--- config.mk ---
export PLATFORM = sky130hd
export DESIGN_NAME = rgb_pwm_driver
export DESIGN_NICKNAME = d
export VERILOG_FILES = /design/src/rtl/rgb_pwm_driver.sv
export SDC_FILE = /design/constraint.sdc
export NUM_CORES = 1
export LEC_CHECK = 0
export CORE_ASPECT_RATIO = 1.75
export CORE_MARGIN = 5
export CORE_UTILIZATION = 40
export DETAILED_ROUTE_END_ITERATION = 8
export SETUP_SLACK_MARGIN = 0.3
export SYNTH_ARGS = -nofsm -noshare
export SYNTH_HDL_FRONTEND = slang
export SYNTH_SLANG_ARGS = --single-unit
--- constraint.sdc ---
create_clock -name clk -period 5 [get_ports clk]
set_input_delay 1.25 -clock clk [delete_from_list [all_inputs] [get_ports clk]]
set_output_delay 1.25 -clock clk [all_outputs]
set_load 0.02 [all_outputs]
--- src/rtl/rgb_pwm_driver.sv ---
// Three-channel PWM LED driver fed by the RGB converter ROM.
// Optional gamma shaping at capture: define RGB_PWM_GAMMA_EN.
module rgb_pwm_driver #(
   parameter int PRESCALE = 4,
   parameter int CW       = 8
) (
   input  logic        clk,
   input  logic        rst_n,
   input  logic        enable,
   input  logic [23:0] rgb,
   output logic        led_r,
   output logic        led_g,
   output logic        led_b,
   output logic        period_start,
   output logic        pending
);

   localparam int PW = (PRESCALE > 1) ? $clog2(PRESCALE) : 1;
   localparam logic [PW-1:0] PRE_MAX = PW'(PRESCALE - 1);
   localparam logic [CW-1:0] CNT_MAX = {{(CW-1){1'b1}}, 1'b0};

   logic [PW-1:0] pre_cnt;
   logic [CW-1:0] pwm_cnt;
   logic          en_d;
   logic [23:0]   pend_duty;
   logic [23:0]   act_duty;
   logic [23:0]   cap_duty;
   logic          tick;
   logic          boundary;

   function automatic logic [7:0] shape(input logic [7:0] c);
`ifdef RGB_PWM_GAMMA_EN
      logic [15:0] sq;
      sq = 16'(c) * 16'(c) + 16'(c);
      return sq[15:8];
`else
      return c;
`endif
   endfunction

   assign cap_duty = {shape(rgb[23:16]),
                      shape(rgb[15:8]),
                      shape(rgb[7:0])};

   assign tick     = (pre_cnt == PRE_MAX);
   assign boundary = tick && (pwm_cnt == CNT_MAX);

   always_ff @(posedge clk or negedge rst_n) begin
      if (!rst_n) begin
         pre_cnt <= '0;
         pwm_cnt <= '0;
      end else begin
         pre_cnt <= tick ? '0 : pre_cnt + 1'b1;
         if (tick)
            pwm_cnt <= boundary ? '0 : pwm_cnt + 1'b1;
      end
   end

   // A capture landing on the boundary bypasses the pending stage.
   always_ff @(posedge clk or negedge rst_n) begin
      if (!rst_n) begin
         en_d      <= 1'b0;
         pend_duty <= '0;
         act_duty  <= '0;
         pending   <= 1'b0;
      end else begin
         en_d <= enable;
         if (en_d)
            pend_duty <= cap_duty;
         if (boundary) begin
            pending <= 1'b0;
            if (en_d)
               act_duty <= cap_duty;
            else if (pending)
               act_duty <= pend_duty;
         end else if (en_d) begin
            pending <= 1'b1;
         end
      end
   end

   always_ff @(posedge clk or negedge rst_n) begin
      if (!rst_n) begin
         led_r        <= 1'b0;
         led_g        <= 1'b0;
         led_b        <= 1'b0;
         period_start <= 1'b0;
      end else begin
         led_r        <= (pwm_cnt < act_duty[23:16]);
         led_g        <= (pwm_cnt < act_duty[15:8]);
         led_b        <= (pwm_cnt < act_duty[7:0]);
         period_start <= boundary;
      end
   end

endmodule

# Word-level counts from Yosys, hierarchy flattened
# Index checks and enable logic that the tools add are counted.
dict set report totals {
  regBits 64
  inputBits 27
  out_inout_bits 5
}
dict set report op_classes {
  add_sub_neg 2
  n_lt_le_gt_ge 3
  eq_ne 2
  mux 6
  n_reduce_logical 4
}
# cell count
set ops {}
lappend ops {{2-to-1 mux 24 bit} 2}
lappend ops {{< comparator 8 bit} 3}
lappend ops {{adder 8 x 1 -> 8 bit (second input constant)} 1}
lappend ops {{equality test 8 bit (second input constant)} 1}
lappend ops {{2-to-1 mux 8 bit} 1}
lappend ops {{nonzero test 2 bit} 2}
lappend ops {{adder 2 x 1 -> 2 bit (second input constant)} 1}
lappend ops {{equality test 2 bit (second input constant)} 1}
lappend ops {{2-to-1 mux 1 bit} 2}
lappend ops {{2-to-1 mux 2 bit} 1}
lappend ops {{AND reduction 2 bit} 1}
lappend ops {{logical AND 1 bit} 1}

# Logic depth before layout (Yosys ltp)
dict set report logic_depth {
  word_depth 3
  depth_mapped 7
  depth_no_buf 6
}

# Worst setup path after synthesis
# Ideal clock, no wire load.
dict set report synth_timing {
  path_type {input -> register}
  from {in rgb[0]}
  to {reg act_duty[0]}
  t_arrival_ps 1751
  required_time_ps 4875
  setup_slack_ps 3124
  cell_stages 2
  n_path_buf 0
  cell_sequence {mux2_2 > mux2_2}
}
dict set report synth_via {
  elab_chain_len 1
}
# element line
set synth_lines {}
lappend synth_lines {{start, declared} 10} ;# input logic [23:0] rgb,
lappend synth_lines {{2-to-1 mux 24 bit} 72} ;# if (en_d)
lappend synth_lines {{end signal, assigned} 73} ;# act_duty <= cap_duty;
lappend synth_lines {{end signal, assigned} 75} ;# act_duty <= pend_duty;
lappend synth_lines {{end, declared} 26} ;# logic [23:0] act_duty;
# Every way passes these cells.
# A chain may end at the register's enable or synchronous reset.

# Final worst setup path
dict set report layout_timing {
  from {reg en_d}
  to {reg act_duty[0]}
}
dict set report layout_via {
  elab_chain_len 2
}
# element line
set layout_lines {}
lappend layout_lines {{start, declared} 24} ;# logic en_d;
lappend layout_lines {{start signal, assigned} 67} ;# en_d <= enable;
lappend layout_lines {{nonzero test 2 bit (no line)} --}
lappend layout_lines {{AND reduction 2 bit (no line)} --}
# Parallel ways exist; a longest one is shown, timed or not.

==> results summary <==
The number of non-filler instances in the completed layout came out at 374. The area growth from synthesis to final layout came out at 22.7%. The fmax is 384 MHz. The post-route setup TNS came out at 0 ps. The run finished with clean final reports.

The hold buffer count at CTS is 0. The floorplan step defined a core boundary enclosing 7180 sq um. The data arrival time of the critical path is 2810 ps.

With fillers left out, the area of the finished cells amounts to 3580 sq um. The average wire length per cell after detail routing came out at 14.2 microns. In this run, CTS created clock tree buffers numbering 9. The detailed placement HPWL is 3850 microns. The vias per cell came out at 4.98. The first routing iteration left 60 violations. The worst setup path is captured at a flop. The part of the cycle the worst path needs came out at 52.0%.

The number of nets handed over by synthesis was 298. The cell area after synthesis is 2920 sq um. The sum of routed wire length over all layers is 5320 microns.

The number of antenna violations at the first check in global routing came out at 0. The max-cap violation count came out at 0. The number of diodes added for antenna fixing came out at 0. In this run the critical register-to-register path is launched from en_d$_DFF_PN0_.

Ranked by total cell area, the synthesized netlist is headed by sky130_fd_sc_hd__dfrtp_1 55%, sky130_fd_sc_hd__mux2_2 11%, sky130_fd_sc_hd__ha_1 10%, sky130_fd_sc_hd__o21ai_0 4.6%, sky130_fd_sc_hd__inv_1 3.1%. Power spread over the standard cell area amounts to 329 nW/um^2. The cell count after synthesis came out at 247. The end point of the most critical hold path is pre_cnt[0]$_DFF_PN0_. The share of Yosys cell area claimed by the top area cell type came out at 54.9%. Including well taps, the total number of placed cells is 358. The number of synthesis warnings came out at 0. The number of gates given a new drive strength after cts is 0. The required time of the critical path came out at 5210 ps. For this run, the total global-route usage over all layers was measured as 13.6%. The post-detailed-route DRC marker count is 0.

The mean instance size in the synthesized netlist is 11.8 sq um. For this design, the sink count on the clock tree is 64. The filler cell count is 690. The count of cells along the worst hold path is 1. The overall via count from detail_route is 1861. The share of the core filled with cells in the final layout is 49.8%.

For the pin with the worst max-slew slack, the measured transition is 971 ps. The critical path's slowest cell is sky130_fd_sc_hd__dfrtp_1. The worst path needs 2600 ps of the cycle, external delays included. The synthesized design spends more area on one cell type than any other, namely sky130_fd_sc_hd__dfrtp_1. The worst reg2reg path depth came out at 4. The startpoint-to-endpoint class of the critical path is flop to flop.

Measured along the x axis, the die boundary spans 74.6 microns. The wire length of the first global-routing pass came out at 9190 microns. Setup repair after global routing left no endpoint under its margin.

The total number of H-tree levels came out at 3. The final net count came out at 334. Across all register-to-register paths, the minimum setup slack is 2400 ps. The signal on the critical path passes through nor2_1 > nor3_4 > buf_4 > mux2_2. The number of global-route vias before repair is 1972. Across the whole layout, storage elements account for 1600 sq um.

TritonCTS built the clock tree. The critical path starts at en_d$_DFF_PN0_. The tightest slew margin relative to the limit came out at 35.2%. The post-synthesis register bit count is 64. The count of standard-cell rows came out at 41. On the final layout, the worst clock skew is 5.48 ps. The maximum number of pins on one net before global-route repair came out at 34. The worst hold margin is 434 ps. The clock transition at the registers of the reported paths is 50 ps. The starting density of the core came out at 40.6%.

The sequential area share after synthesis came out at 54.9%. The buffer depth of the longest clock path is 2. The leakage power figure came out at 1.75 nW. The worst-skew pair later-pin latency came out at 320 ps. The instance area after placement came out at 3290 sq um. The worst register-to-register path ends at act_duty[0]$_DFFE_PN0P_. The worst IR drop on VDD came out at 0.000174 V. The count of pins over their slew limit came out at 0. The buffer count from post-CTS setup fixing is 0.

The I/O pin total is 32. The number of I/O port buffers is 31. In this run the remaining antenna-violating nets after routing total 0. The residual overflow from global routing is 0. The delay contributed by the slowest stage of the critical path is 970 ps. The tree is rooted in a sky130_fd_sc_hd__clkbuf_16.

Setup violations remaining at the end of the flow were counted as 0. In this run the vertical extent of the chip is 123 microns. The routability congestion estimate from global placement came out at 0.798. The fraction of final layout cells with drive strength greater than 1 came out at 17.4%. The first-pass iteration count of the detailed router came out at 4. The final number of hold-violating endpoints came out at 0. The total die area came out at 9170 sq um.

The path class of the lowest-slack min-delay path is flop to flop. Summing all multi-input logic gate instances after layout gives 1170 sq um. The hold path startpoint is pre_cnt[0]$_DFF_PN0_. Along the worst path, the maximum fanout reaches 25. The category of the worst setup path launch point is a flop.

The count of unique library cells instantiated by Yosys came out at 26.
==> cells by family (layout without fill, tap and decap cells) <==
logic type / count (synthesis) / in the layout / synth area share, %
flip-flops: 64 / 64 / 54.9
XOR/XNOR: 1 / 1 / 0.300
multiplexers: 28 / 28 / 10.8
adder cells (fa/ha/maj): 24 / 24 / 10.3
AO/OA/AOI/OAI: 57 / 57 / 12.0
buffers and inverters: 32 / 73 / 4.80
AND/OR/NAND/NOR: 41 / 41 / 6.86
==> through the flow <==
stage / power [mW] / setup WS (ps)
2_1_floorplan: 0.578 / 3120
3_3_place_gp: 0.613 / 2300
3_5_place_dp: 0.616 / 2240
4_1_cts: 1.20 / 2240
5_1_grt: 1.23 / 2060
6_report: 1.18 / 2400
==> placed cells by master, fill, tap and decap left out, drive strengths merged, types with 5 or more instances in the layout <==
master and instances:
a21oi 5, clkdlybuf4s50 30, a41oi 5, dfrtp 64, ha 24, o21ai 29, nor2 8, nand2 23
a21o 6, inv 24, mux2 28, clkbuf 13
==> synthesized netlist by cell type, drive strengths merged <==
cell type and instances:
nor2 8, a211oi 3, nand3 1, xnor2 1, o211ai 4, nand2 23
ha 24, mux2 28, a32oi 1, o21ai 29, nor3 1, dfrtp 64
a21oi 5, and3 2, buf 4, a41oi 5, or2 1, nand4 2
nand2b 3, a21o 6, o31ai 4, inv 24, clkbuf 4
==> routing by layer <==
metal | track usage [%] | vias up | share of wire (%)
met5 | 0 | - | 0
met1 | 15.5 | 902 | 42
met4 | 7.02 | 0 | 2.4
met2 | 22.6 | 23 | 52
li1 | - | 929 | -
met3 | 3.99 | 7 | 3.0
==> final cells by class <==
type,instances,area share [%]
sequential,64,44.7
multi-input combinational,151,32.8
timing repair buffer,33,8.95
clock buffer,13,7.55
tap,86,3.01
inverter,24,2.52
clock inverter,3,0.419
==> where the power goes <==
group	switching [mW]	leakage, nW	internal [mW]
logic	0.0227	0.908	0.0356
registers	0.00794	0.692	0.538
clock network	0.202	0.145	0.373
==> worst max-delay path: cells and delay by family (launching register included) <==
| family | cells | cell delay, ps |
|---|---|---|
| muxes | 1 | 360 |
| DFF | 1 | 970 |
| and+or+nand+nor | 2 | 800 |
| buffers and inverters | 1 | 360 |
==> state kept, by name, summed over array words and instances, names as in the netlist, 2 cells and up <==
name       cells
act_duty      24
pend_duty     24
pwm_cnt        8
pre_cnt        2
==> how the worst max path moves through the flow <==
stage	to	slack (ps)	cells after the start
after floorplan	act_duty[0]$_DFFE_PN0P_	3120	2
after global placement	act_duty[0]$_DFFE_PN0P_	2300	4
after detailed placement	act_duty[0]$_DFFE_PN0P_	2240	4
after CTS	act_duty[0]$_DFFE_PN0P_	2240	4
after global routing	act_duty[0]$_DFFE_PN0P_	2060	4
final	act_duty[0]$_DFFE_PN0P_	2400	4
(Power assumes the default switching activity.)
